===== src/rtl/debug_pkg.sv =====
// Shared definitions for the debug console: ASCII constants, character
// classification helpers and the command-receiver state encoding.
package debug_pkg;

    localparam logic [7:0] ASCII_CR = 8'h0d;
    localparam logic [7:0] ASCII_LF = 8'h0a;
    localparam logic [7:0] ASCII_SP = 8'h20;

    typedef enum logic [2:0] {
        ST_IDLE    = 3'd0,
        ST_SP1     = 3'd1,
        ST_ADDR    = 3'd2,
        ST_SP2     = 3'd3,
        ST_DATA    = 3'd4,
        ST_EOL     = 3'd5,
        ST_HOLD    = 3'd6,
        ST_DISCARD = 3'd7
    } cmd_rx_state_t;

    function automatic logic is_hex(input logic [7:0] b);
        return ((b >= 8'h30) && (b <= 8'h39)) ||
               ((b >= 8'h41) && (b <= 8'h46)) ||
               ((b >= 8'h61) && (b <= 8'h66));
    endfunction

    // Letters 'A'/'a' have low nibble 1, so adding 9 yields 10..15.
    function automatic logic [3:0] ascii2nib(input logic [7:0] b);
        logic [3:0] nib;
        if (b <= 8'h39) begin
            nib = b[3:0];
        end else begin
            nib = b[3:0] + 4'd9;
        end
        return nib;
    endfunction

    function automatic logic is_eol(input logic [7:0] b);
        return (b == ASCII_CR) || (b == ASCII_LF);
    endfunction

    function automatic logic is_op(input logic [7:0] b);
        return (b == 8'h52) || (b == 8'h72) || (b == 8'h57) || (b == 8'h77);
    endfunction

endpackage


===== src/rtl/debug_cmd_rx.sv =====
// Debug console command parser: turns "R aa" / "W aa dddd" lines from the
// UART receiver into single register read/write requests.
module debug_cmd_rx
    import debug_pkg::*;
#(
    parameter int TIMEOUT_TICKS = 25000000
) (
    input  logic        clk,
    input  logic        rst,
    input  logic [7:0]  rxd,
    input  logic        rxv,
    output logic        cmd_v,
    input  logic        cmd_rdy,
    output logic        cmd_we,
    output logic [7:0]  cmd_addr,
    output logic [15:0] cmd_data,
    output logic        err,
    output logic        ovf
);

    localparam int TW = $clog2(TIMEOUT_TICKS + 1);
    localparam logic [TW-1:0] TMO_LAST = TW'(TIMEOUT_TICKS - 1);
    localparam logic [TW-1:0] TMO_ONE  = TW'(1);

    cmd_rx_state_t state_r, state_s, bad_state_s;
    logic          we_r, we_s;
    logic [7:0]    addr_r, addr_s;
    logic [15:0]   data_r, data_s;
    logic          acnt_r, acnt_s;
    logic [1:0]    dcnt_r, dcnt_s;
    logic [TW-1:0] tmo_r, tmo_s;
    logic          cmd_v_r, cmd_v_s;
    logic          err_r, err_s;
    logic          ovf_r, ovf_s;
    logic          eol_s;

    // State and datapath registers.
    always_ff @(posedge clk) begin
        if (rst) begin
            state_r <= ST_IDLE;
            we_r    <= 1'b0;
            addr_r  <= 8'h00;
            data_r  <= 16'h0000;
            acnt_r  <= 1'b0;
            dcnt_r  <= 2'd0;
            tmo_r   <= '0;
            cmd_v_r <= 1'b0;
            err_r   <= 1'b0;
            ovf_r   <= 1'b0;
        end else begin
            state_r <= state_s;
            we_r    <= we_s;
            addr_r  <= addr_s;
            data_r  <= data_s;
            acnt_r  <= acnt_s;
            dcnt_r  <= dcnt_s;
            tmo_r   <= tmo_s;
            cmd_v_r <= cmd_v_s;
            err_r   <= err_s;
            ovf_r   <= ovf_s;
        end
    end

    // Next-state, field assembly, handshake and timeout.
    always_comb begin
        state_s     = state_r;
        we_s        = we_r;
        addr_s      = addr_r;
        data_s      = data_r;
        acnt_s      = acnt_r;
        dcnt_s      = dcnt_r;
        cmd_v_s     = cmd_v_r;
        err_s       = 1'b0;
        ovf_s       = 1'b0;
        eol_s       = is_eol(rxd);
        bad_state_s = eol_s ? ST_IDLE : ST_DISCARD;

        if (rxv || (state_r == ST_IDLE) || (state_r == ST_HOLD)) begin
            tmo_s = '0;
        end else begin
            tmo_s = tmo_r + TMO_ONE;
        end

        if (state_r == ST_HOLD) begin
            ovf_s = rxv;
            if (cmd_rdy) begin
                cmd_v_s = 1'b0;
                state_s = ST_IDLE;
            end else begin
                cmd_v_s = 1'b1;
            end
        end else if (rxv) begin
            // An unexpected EOL aborts with err at once; other junk waits for EOL.
            case (state_r)
                ST_IDLE: begin
                    if (is_op(rxd)) begin
                        we_s    = (rxd == 8'h57) || (rxd == 8'h77);
                        addr_s  = 8'h00;
                        data_s  = 16'h0000;
                        state_s = ST_SP1;
                    end else begin
                        state_s = bad_state_s;
                    end
                end
                ST_SP1: begin
                    if (rxd == ASCII_SP) begin
                        acnt_s  = 1'b0;
                        state_s = ST_ADDR;
                    end else begin
                        state_s = bad_state_s;
                        err_s   = eol_s;
                    end
                end
                ST_ADDR: begin
                    if (is_hex(rxd)) begin
                        addr_s  = {addr_r[3:0], ascii2nib(rxd)};
                        acnt_s  = ~acnt_r;
                        if (acnt_r) begin
                            state_s = we_r ? ST_SP2 : ST_EOL;
                        end else begin
                            state_s = ST_ADDR;
                        end
                    end else begin
                        state_s = bad_state_s;
                        err_s   = eol_s;
                    end
                end
                ST_SP2: begin
                    if (rxd == ASCII_SP) begin
                        dcnt_s  = 2'd0;
                        state_s = ST_DATA;
                    end else begin
                        state_s = bad_state_s;
                        err_s   = eol_s;
                    end
                end
                ST_DATA: begin
                    if (is_hex(rxd)) begin
                        data_s = {data_r[11:0], ascii2nib(rxd)};
                        dcnt_s = dcnt_r + 2'd1;
                        if (dcnt_r == 2'd3) begin
                            state_s = ST_EOL;
                        end else begin
                            state_s = ST_DATA;
                        end
                    end else begin
                        state_s = bad_state_s;
                        err_s   = eol_s;
                    end
                end
                ST_EOL: begin
                    if (eol_s) begin
                        cmd_v_s = 1'b1;
                        state_s = ST_HOLD;
                    end else begin
                        state_s = ST_DISCARD;
                    end
                end
                ST_DISCARD: begin
                    state_s = bad_state_s;
                    err_s   = eol_s;
                end
                default: begin
                    state_s = ST_IDLE;
                end
            endcase
        end else if ((state_r != ST_IDLE) && (tmo_r == TMO_LAST)) begin
            err_s   = 1'b1;
            tmo_s   = '0;
            state_s = ST_IDLE;
        end else begin
            state_s = state_r;
        end
    end

    assign cmd_v    = cmd_v_r;
    assign cmd_we   = we_r;
    assign cmd_addr = addr_r;
    assign cmd_data = data_r;
    assign err      = err_r;
    assign ovf      = ovf_r;

endmodule

===== config.mk =====
export PLATFORM = sky130hd
export DESIGN_NAME = debug_cmd_rx
export DESIGN_NICKNAME = d
export VERILOG_FILES = /design/src/rtl/debug_pkg.sv /design/src/rtl/debug_cmd_rx.sv
export SDC_FILE = /design/constraint.sdc
export NUM_CORES = 1
export LEC_CHECK = 0
export ABC_CLOCK_PERIOD_IN_PS = 2020
export BUFFER_PORTS_ARGS = -buffer_cell sky130_fd_sc_hd__buf_2
export CAP_MARGIN = 30
export CORE_MARGIN = 1
export CORE_UTILIZATION = 52
export CTS_CLUSTER_DIAMETER = 120
export CTS_CLUSTER_SIZE = 8
export DETAILED_ROUTE_END_ITERATION = 6
export PLACE_DENSITY = 0.85
export SKIP_LAST_GASP = 1
export SYNTH_ARGS = -nofsm -noshare
export SYNTH_HDL_FRONTEND = slang
export SYNTH_SLANG_ARGS = --single-unit
export TNS_END_PERCENT = 5

===== constraint.sdc =====
create_clock -name clk -period 2.02 [get_ports clk]
set_input_delay 0.404 -clock clk [delete_from_list [all_inputs] [get_ports clk]]
set_output_delay 0.404 -clock clk [all_outputs]
set_load 0.01 [all_outputs]

==> run summary, run 1 <==
Status - complete, no violations
Die ar. - 6550 um2
Clock Root Buffer - clkbuf_8
N_diodes - 0
Hold Fails Final Rpt - 0
Async S/R FF share, synth - 0
Slew margin rel. - 0.639
First-pass DRT Iterations - 4
CTS tree - yes
Routed wire length - 7840 um
Period minus WS final - 1.93 ns
Num CTS Buffers - 9
CTS Buffer Depth - 2
CTS Hold Buffers Added - 0
Peak supply drop - 0.675 mV
Critical path buffer and inverter count - 3
FF/Latch Area - 1180 um2
Drt wl/cell - 14.9 um
CP startpoint - rxd[0]
Hold crit path type - in2reg
Postcts setup bufs - 0
Cell Area, Synth - 3240 um2
First-pass GRT wire length - 13100 um
Seq cells post-synth - 59
Cts repair resizes - 1
Io pins - 40
Fillers - 493
# setup viols final - 0
PortBufs - 39
RSZ-0062 raised after global routing - yes
Static leakage - 1.56 nW
Drt drc - 0
Top delay family on crit path - compound AO/OA/AOI/OAI gates
Startpoint types - input pin
Setup CP Type - in2reg
Main synth FF type - dfxtp_1
Sink Count - 59
Critical-path top delay cell - o21ai_0
Tcrit/Tclk final - 0.956
Largest stage delay, worst path - 0.26 ns
Synth cell types - 60
Via count - 3075
Max Transition Viols Final - 0
Most frequent cells in the layout - dfxtp_1 (59), nor2_1 (43), buf_2 (39), buf_4 (39), nand2_1 (28)
Vias in the first global route - 2901
Total gr overflow - 0
Tot Pwr - 0.00268 W
Synth warnings - 0
Initial Util - 0.544
CP endpoint kind - register
Reg-to-reg startpoint - tmo_r[11]
Required time worst endpoint - 2.22 ns
Routability Congestion - 0.901
Net count after synthesis - 400
Die height - 80.9 um
Top cell by count, worst path - o21ai_0
Placeable Area - 5960 um2
Post-DRT Antenna Nets - 0
Final nets - 466
Number of flops mapped to enable cells by yosys - 0
Vias per Instance - 5.85
Avg Inst Size Synth - 8.51 um2
Most common cell after layout, fill and taps aside - dfxtp_1
Register area share after synthesis - 0.364
Initial drt markers - 115
Achievable Freq - 518 MHz
Clk_skew - 0.00431 ns
Post-Synthesis Cells - 381
Die width - 80.9 um
Initial antenna violation count - 0
Area added between synthesis and finish - 21.2%
Crit path DAT - 2.13 ns
Detail Placement HPWL - 5550 um
Pin count of the biggest net entering global routing - 30
Fraction of final layout cells sized beyond drive strength 1 - 0.244
Max cap viols - 0
CTS H-tree lvls - 3
Clock transition at path regs - 0.06 ns
TNS Setup - 0 ns
Tot GR Track Use - 0.259
Row cnt - 28
PwrDens - 682 nW/um2
Worst Path Max Fanout - 7
Measured slew at the worst slew-check pin - 0.540 ns
Cell breakdown of the critical path - buf_2 > inv_1 > ha_1 > and4bb_2 > nor3_2 > a31oi_2 > buf_4 > o21ai_0 > o21ai_0
HP Start - cmd_rdy
Multi-input logic area - 1910 um2
Clk Latency, worst-skew pair - 0.34 ns
## worst paths after layout
check	endpoint	slack, ns	cells past startpoint
max	cmd_data[6]	0.09	9
min reg2reg	dcnt_r[1]	0.47	2
max reg2reg	tmo_r[13]	0.10	7
min	cmd_v	0.27	2
## metal layers
layer	share of wire	vias up	global-route usage	routed length, um
met4	0.026	0	0.127	203
met1	0.43	1426	0.308	3390
li1	-	1530	-	-
met3	0.044	25	0.0629	345
met5	0	-	0	0
met2	0.50	94	0.436	3910
## cells by family (layout without fill, tap and decap cells)
group                    after synthesis  in the layout  share of synthesized area
AO/OA/AOI/OAI                         79             79                      0.186
AND/OR/NAND/NOR                      171            171                      0.285
buffers and inverters                 33            103                     0.0475
multiplexers                           8              8                     0.0247
XOR/XNOR                              24             24                     0.0649
flip-flops                            59             59                      0.364
adder cells (fa/ha/maj)                7              7                     0.0270
## cell usage after synthesis (2+ instances only)
cell type  number  area (um2)
a31o_2          6        52.6
clkbuf_1       12        45.0
xor2_1          3        26.3
nand2b_1       10        62.6
nand3_1        17        85.1
nor2b_1         8        50.1
buf_2           6        30.0
buf_6           2        22.5
nand2_1        28         105
o211a_1         6        60.1
ha_1            7        87.6
nor3_1         13        65.1
nand4_1         8        50.1
nor2_1         44         165
dfxtp_1        59        1180
a21oi_1         5        25.0
or3_1           4        25.0
and2_1          4        25.0
a41o_1          5        50.1
a31oi_1         4        25.0
inv_1          10        37.5
and4bb_2        2        25.0
xnor2_1        21         184
o21ai_0        17        85.1
mux2i_1         8        80.1
nor4bb_1        2        20.0
a211oi_1        3        22.5
and4_1          3        26.3
o41ai_1         3        26.3
o2111ai_1       4        35.0
nor4_1         10        62.6
a21boi_0        3        22.5
nor3b_1         2        15.0
o31ai_1         6        45.0
buf_4           2        15.0
o211ai_1        6        45.0
and3_1          5        31.3
## registers in the layout (all words and copies together), names as in the netlist
name	cells
ovf	1
cmd_v	1
cmd_data	16
cmd_we	1
cmd_addr	8
err	1
dcnt_r	2
acnt_r	1
tmo_r	25
state_r	3
## power breakdown
group          internal [W]  leakage, nW  switching (W)
Combinational      0.000133        0.977       0.000224
Clock              0.000698        0.109       0.000438
Sequential          0.00118        0.476     0.00000793
Total               0.00201         1.56       0.000670
## per-stage QoR
| stage | setup slack (ns) | hold slack (ns) | instances | util | area, um2 |
|---|---|---|---|---|---|
| after floorplan | 0.0820 | 0.438 | 381 | - | 3240 |
| after global placement | -0.291 | 0.446 | 511 | 0.622 | 3710 |
| after detailed placement | -0.400 | 0.460 | 511 | 0.622 | 3710 |
| after CTS | 0.0883 | 0.259 | 526 | 0.659 | 3930 |
| after global routing | -0.0255 | 0.264 | 526 | 0.659 | 3930 |
| final | 0.0890 | 0.268 | 526 | 0.659 | 3930 |
## layout make-up
type | count | area share
flip-flops and latches | 59 | 0.301
inverters | 10 | 0.00956
clock inverters | 1 | 0.00765
repair buffers | 78 | 0.124
multi-input cells | 289 | 0.487
clock buffers | 14 | 0.0465
well taps | 75 | 0.0239
Note: power is estimated with default switching activity, not from simulation.
==> run 2, diff against run 1 <==
--- a/config.mk
+++ b/config.mk
@@ -5,7 +5,7 @@
 export SDC_FILE = /design/constraint.sdc
 export NUM_CORES = 1
 export LEC_CHECK = 0
-export ABC_CLOCK_PERIOD_IN_PS = 2020
+export ABC_AREA = 1
 export BUFFER_PORTS_ARGS = -buffer_cell sky130_fd_sc_hd__buf_2
 export CAP_MARGIN = 30
 export CORE_MARGIN = 1
@@ -13,7 +13,7 @@
 export CTS_CLUSTER_DIAMETER = 120
 export CTS_CLUSTER_SIZE = 8
 export DETAILED_ROUTE_END_ITERATION = 6
-export PLACE_DENSITY = 0.85
+export PLACE_DENSITY = 0.86
 export SKIP_LAST_GASP = 1
 export SYNTH_ARGS = -nofsm -noshare
 export SYNTH_HDL_FRONTEND = slang
==> run summary, run 2 <==
Status - complete, no violations
Commonest cells in the netlist - nand2_1 (95), nor2_1 (66), dfxtp_1 (59)
Most frequent cells in the layout - nand2_1 (95), nor2_1 (66), dfxtp_1 (59)
Worst r2r path cells - 11 (+4)
Row cnt - 28 (unchanged)
Peak supply drop - 0.605 mV (-10%)
N_diodes - 0 (unchanged)
RSZ-0062 raised after global routing - no
Clock transition at path regs - 0.08 ns (+0.02 ns)
Net Sw Frac - 0.321 (+0.0707)
Final nets - 514 (+10%)
Die width - 80.4 um (-0.68%)
Count leader, synth - nand2_1
Cts repair resizes - 0 (-1)
Initial drt markers - 171 (+49%)
Largest stage delay, worst path - 0.36 ns (+0.10 ns)
CTS Hold Buffers Added - 0 (unchanged)
Initial antenna violation count - 0 (unchanged)
TNS Setup - 0 ns (unchanged)
GR Util met1 - 0.292 (-0.0160)
WHS Path Cells - 3 (+1)
Routability Congestion - 0.931 (+3.3%)
Area added between synthesis and finish - 15.5%
Die ar. - 6460 um2 (-1.4%)
Clock Root Buffer - clkbuf_8
Hold Fails Final Rpt - 0 (unchanged)
Postcts setup bufs - 0 (unchanged)
Flop pwr share - 0.428 (-0.014)
Routed wire length - 7090 um (-9.6%)
Startpoint types - register
CP startpoint - tmo_r[0]
Post-Synthesis Cells - 447 (+17%)
Initial Util - 0.540 (-0.00439)
Drt drc - 0 (unchanged)
Worst Path Max Fanout - 4 (-3)
First-pass GRT wire length - 12000 um (-8.6%)
Dpl ws - 0.00974 ns (+0.410 ns)
Final core occ - 0.623 (-0.0363)
Post-DRT Antenna Nets - 0 (unchanged)
Reg-to-reg startpoint - tmo_r[0]
CTS H-tree lvls - 3 (unchanged)
Period minus WS final - 1.77 ns (-0.165 ns)
Crit path DAT - 2.00 ns (-0.13 ns)
Sink Count - 59 (unchanged)
Met2 usage - 0.410 (-0.0260)
Most common cell after layout, fill and taps aside - nand2_1
Sw Pwr - 0.000932 W (+39%)
Number of flops mapped to enable cells by yosys - 0 (unchanged)
Slew margin rel. - 0.764 (+0.125)
Final WS setup - 0.254 ns (+0.165 ns)
Measured slew at the worst slew-check pin - 0.353 ns (-0.187 ns)
First-pass DRT Iterations - 4 (unchanged)
Async S/R FF share, synth - 0 (unchanged)
Fraction of final layout cells sized beyond drive strength 1 - 0.216 (-0.0279)
Top post-synthesis cells by area - dfxtp_1 (37%), nand2_1 (11%), nor2_1 (7.8%)
Hold Slack - 0.366 ns (+0.0976 ns)
Hold crit path type - in2reg
Combinational Power Share - 0.185 (+0.052)
Clk Latency, worst-skew pair - 0.34 ns (about the same)
Required time worst endpoint - 2.26 ns (+0.04 ns)
Die height - 80.4 um (-0.68%)
Cell breakdown of the critical path - ha_1 > nand2_1 > nor2_2 > nand2_2 > nor2_4 > inv_2 > nor2_2 > nand3_1 > nor2_1 > xnor2_1 > nor2_2
HP Start - cmd_rdy
Met3 Resource Use GR - 0.0443 (-0.0186)
CTS Buffer Depth - 2 (unchanged)
Drt wl/cell - 12.3 um (-17%)
Register area share after synthesis - 0.370 (+0.00514)
Cell Area, Synth - 3200 um2 (-1.4%)
Setup CP Type - reg2reg
Synth warnings - 0 (unchanged)
Clk_skew - 0.0149 ns (+0.0106 ns)
CP endpoint kind - register
Total gr overflow - 0 (unchanged)
Static leakage - 1.54 nW (-1.5%)
Avg Inst Size Synth - 7.15 um2 (-16%)
PortBufs - 39 (unchanged)
Vias in the first global route - 2737 (-5.7%)
Detail Placement HPWL - 5340 um (-3.8%)
Tot Pwr - 0.00290 W (+8.4%)
Post-synth top area cell - dfxtp_1
Synth cell types - 39 (-35%)
Tot GR Track Use - 0.236 (-0.0238)
Via count - 3069 (-0.20%)
Io pins - 40 (unchanged)
Most Used Layer, Global Route - met2
Net count after synthesis - 466 (+17%)
# setup viols final - 0 (unchanged)
Top cell by count, worst path - nor2_2
Num CTS Buffers - 9 (unchanged)
Max Transition Viols Final - 0 (unchanged)
Largest Register - tmo_r
PwrDens - 787 nW/um2 (+15%)
Critical-path top delay cell - dfxtp_1
Pin count of the biggest net entering global routing - 29 (-3.3%)
Tcrit/Tclk final - 0.874 (-0.0818)
Synth top area share - 0.370 (+0.00514)
Largest register FFs - 25 (unchanged)
Max cap viols - 0 (unchanged)
CTS tree - yes
Main synth FF type - dfxtp_1
Clock share of power - 0.387 (-0.037)
Seq cells post-synth - 59 (unchanged)
Placeable Area - 5920 um2 (-0.59%)
Internal Power - 0.00197 W (-1.8%)
Achievable Freq - 566 MHz (+9.4%)
Vias per Instance - 5.34 (-8.7%)
-- run 2: area by class of cell --
cell class                      instances  area (um2)
Inverter                               45         175
Fill cell                             497        2230
Clock inverter                          7        81.3
Multi-Input combinational cell        333        1780
Sequential cell                        59        1180
Timing Repair Buffer                   47         255
Tap cell                               75        93.8
Clock buffer                            9         124
-- run 2: logic make-up after synthesis --
logic type	synth area share
compound gates	0.0889
simple gates	0.395
buf+inv	0.0752
xor+xnor	0.0439
fa+ha+maj	0.0274
flops	0.370
-- run 2: layer usage --
metal	up-vias	share of wire
li1	1561	-
met4	0	0.011
met5	-	0
met3	11	0.053
met1	1402	0.44
met2	95	0.50
-- run 2: through the flow --
| step | instances | area [um2] |
|---|---|---|
| 6_report | 575 | 3690 |
| 5_1_grt | 575 | 3690 |
| 4_1_cts | 575 | 3680 |
| 3_5_place_dp | 559 | 3480 |
| 3_3_place_gp | 559 | 3480 |
| 2_1_floorplan | 447 | 3200 |
-- run 2: worst max-delay path, delay by kind of cell, from the launching register on --
| kind | cells | cell delay [ns] |
|---|---|---|
| flops | 1 | 0.36 |
| xor+xnor | 1 | 0.15 |
| simple gates | 8 | 0.91 |
| buf+inv | 1 | 0.06 |
| fa+ha+maj | 1 | 0.18 |
-- run 2: path summary, 6_finish.rpt --
kind / slack [ns] / end
worst max register to register: 0.25 / tmo_r[18]
worst max-delay path: 0.25 / tmo_r[18]
worst min-delay path: 0.37 / cmd_v
worst min register to register: 0.46 / tmo_r[0]
-- run 2: power by group through the flow --
stage          logic (W)  clock network, W  registers (W)
2_1_floorplan   0.000406                 0        0.00127
3_3_place_gp    0.000515                 0        0.00127
3_5_place_dp    0.000525                 0        0.00127
4_1_cts         0.000533           0.00113        0.00124
5_1_grt         0.000597           0.00118        0.00125
6_report        0.000536           0.00112        0.00124
==> run 3, diff against run 2 <==
==> constraint.sdc (replaced) <==
create_clock -name clk -period 1.45 [get_ports clk]
set_input_delay 0.29 -clock clk [delete_from_list [all_inputs] [get_ports clk]]
set_output_delay 0.29 -clock clk [all_outputs]
set_load 0.01 [all_outputs]
==> run summary, run 3 (synthesis results as in run 2) <==
R2R Path End - tmo_r[18]
Cell breakdown of the critical path - ha_4 > nand2_4 > nor2_4 > nand2_4 > nor2_4 > inv_2 > nor2_4 > nand3_2 > nor2_2 > xnor2_1 > nor2_2
Crit path DAT - 1.88 ns (-0.12 ns)
Die ar. - 6460 um2 (unchanged)
Top cell by count, worst path - nor2_4
Detail Placement HPWL - 6260 um (+17%)
Slew margin rel. - 0.751 (-0.0127)
Top delay family on crit path - simple AND/OR/NAND/NOR gates
CTS H-tree lvls - 3 (unchanged)
Critical path depth - 11 (unchanged)
Vias per Instance - 5.48 (+2.6%)
First-pass GRT wire length - 14400 um (+21%)
Hold Fails Final Rpt - 0 (unchanged)
Worst r2r path cells - 11 (unchanged)
Largest Register - tmo_r
PwrDens - 987 nW/um2 (+26%)
Reg-to-reg startpoint - tmo_r[1]
PortBufs - 39 (unchanged)
Failing checks - negative setup slack
WHS Path Cells - 3 (unchanged)
Area added between synthesis and finish - 34.3%
Final WS setup - -0.180 ns (-0.434 ns)
Critical-path top delay cell - dfxtp_2
CTS Buffer Depth - 2 (unchanged)
Total gr overflow - 0 (unchanged)
Hold crit path type - in2reg
CP endpoint kind - register
Tot Pwr - 0.00424 W (+46%)
Final nets - 581 (+13%)
Io pins - 40 (unchanged)
Die height - 80.4 um (unchanged)
Max cap viols - 0 (unchanged)
Drt wl/cell - 14.4 um (+16%)
Static leakage - 1.90 nW (+24%)
Sink Count - 59 (unchanged)
Clk_skew - 0.0106 ns (-0.00433 ns)
Measured slew at the worst slew-check pin - 0.372 ns (+0.0190 ns)
Vias in the first global route - 3270 (+19%)
Routed wire length - 9220 um (+30%)
CTS Hold Buffers Added - 0 (unchanged)
RSZ-0062 raised after global routing - yes
Status - finished, violations left
Peak supply drop - 0.985 mV (+63%)
Max Transition Viols Final - 0 (unchanged)
Clock Root Buffer - clkbuf_8
Largest stage delay, worst path - 0.36 ns (about the same)
Drt drc - 0 (unchanged)
CTS tree - yes
Initial drt markers - 282 (+65%)
CP startpoint - tmo_r[1]
Clock transition at path regs - 0.07 ns (about the same)
Clk Latency, worst-skew pair - 0.35 ns (about the same)
Tot GR Track Use - 0.289 (+0.0533)
Most common cell after layout, fill and taps aside - nand2_1
Worst Path Max Fanout - 3 (-1)
Hold Slack - 0.280 ns (-0.0857 ns)
Row cnt - 28 (unchanged)
Die width - 80.4 um (unchanged)
Largest register FFs - 25 (unchanged)
Register-to-register setup slack - -0.18 ns (-0.43 ns)
Initial Util - 0.540 (unchanged)
Pin count of the biggest net entering global routing - 29 (unchanged)
Tcrit/Tclk final - 1.12 (+0.250)
Setup CP Type - reg2reg
N_diodes - 0 (unchanged)
HP Start - cmd_rdy
Post-DRT Antenna Nets - 0 (unchanged)
Most frequent cells in the layout - nand2_1 (93), buf_4 (73), nor2_1 (62)
Routability Congestion - 0.973 (+4.5%)
Achievable Freq - 614 MHz (+8.4%)
# setup viols final - 56 (+56)
Initial antenna violation count - 0 (unchanged)
Critical path buffer and inverter count - 1 (unchanged)
Fraction of final layout cells sized beyond drive strength 1 - 0.330 (+0.114)
Placeable Area - 5920 um2 (unchanged)
Num CTS Buffers - 9 (unchanged)
Required time worst endpoint - 1.70 ns (-0.56 ns)
Startpoint types - register
Period minus WS final - 1.63 ns (-0.136 ns)
Via count - 3515 (+15%)
Hold path endpoint - cmd_v
First-pass DRT Iterations - 5 (+1)
run 3: how the worst max path moves through the flow:
| stage | endpoint | slack [ns] |
|---|---|---|
| after floorplan | tmo_r[18] | -0.06 |
| after global placement | cmd_addr[1] | -0.35 |
| after detailed placement | cmd_addr[1] | -0.40 |
| after CTS | tmo_r[18] | -0.10 |
| after global routing | tmo_r[18] | -0.27 |
| final | tmo_r[18] | -0.18 |
run 3: report_power, final:
part	internal [W]	total, W	switching, W
clock network	0.000803	0.00152	0.000716
logic	0.000413	0.000984	0.000571
registers	0.00168	0.00173	0.0000562
run 3: through the flow:
step,instances,setup WS [ns],instance area (um2),utilization,TNS (ns)
after global placement,622,-0.346,4050,0.683,-8.51
after floorplan,447,-0.0615,3260,-,-0.107
after detailed placement,622,-0.397,4050,0.683,-11.55
final,642,-0.180,4290,0.725,-5.65
after global routing,642,-0.265,4290,0.725,-11.04
after CTS,640,-0.101,4260,0.720,-3.36
run 3: what timing repair did:
action / CTS / global route
gates resized for setup: 3 / 4
hold endpoints to repair: 0 / 0
pin swaps: 6 / 2
setup endpoints to repair: 54 / 56
setup buffers: 2 / 2
run 3: per-layer routing:
metal	routed length, um	share of wire	GRT usage
met5	0	0	0
met4	221	0.024	0.118
met3	664	0.072	0.0830
met2	4510	0.49	0.481
met1	3820	0.41	0.347
run 3: area by class of cell:
class / count / area (um2)
tap: 75 / 93.8
sequential: 59 / 1180
inverter: 45 / 180
clock inverter: 5 / 62.6
clock buffer: 11 / 131
timing repair buffer: 114 / 783
multi-input combinational: 333 / 1850
fill: 381 / 1630
run 3: worst reg2reg max path, stage by stage (launching register included):
cell     delay, ns
dfxtp_2       0.36
ha_4          0.15
nand2_4       0.05
nor2_4        0.11
nand2_4       0.09
nor2_4        0.15
inv_2         0.07
nor2_4        0.12
nand3_2       0.12
nor2_2        0.12
xnor2_1       0.14
nor2_2        0.04
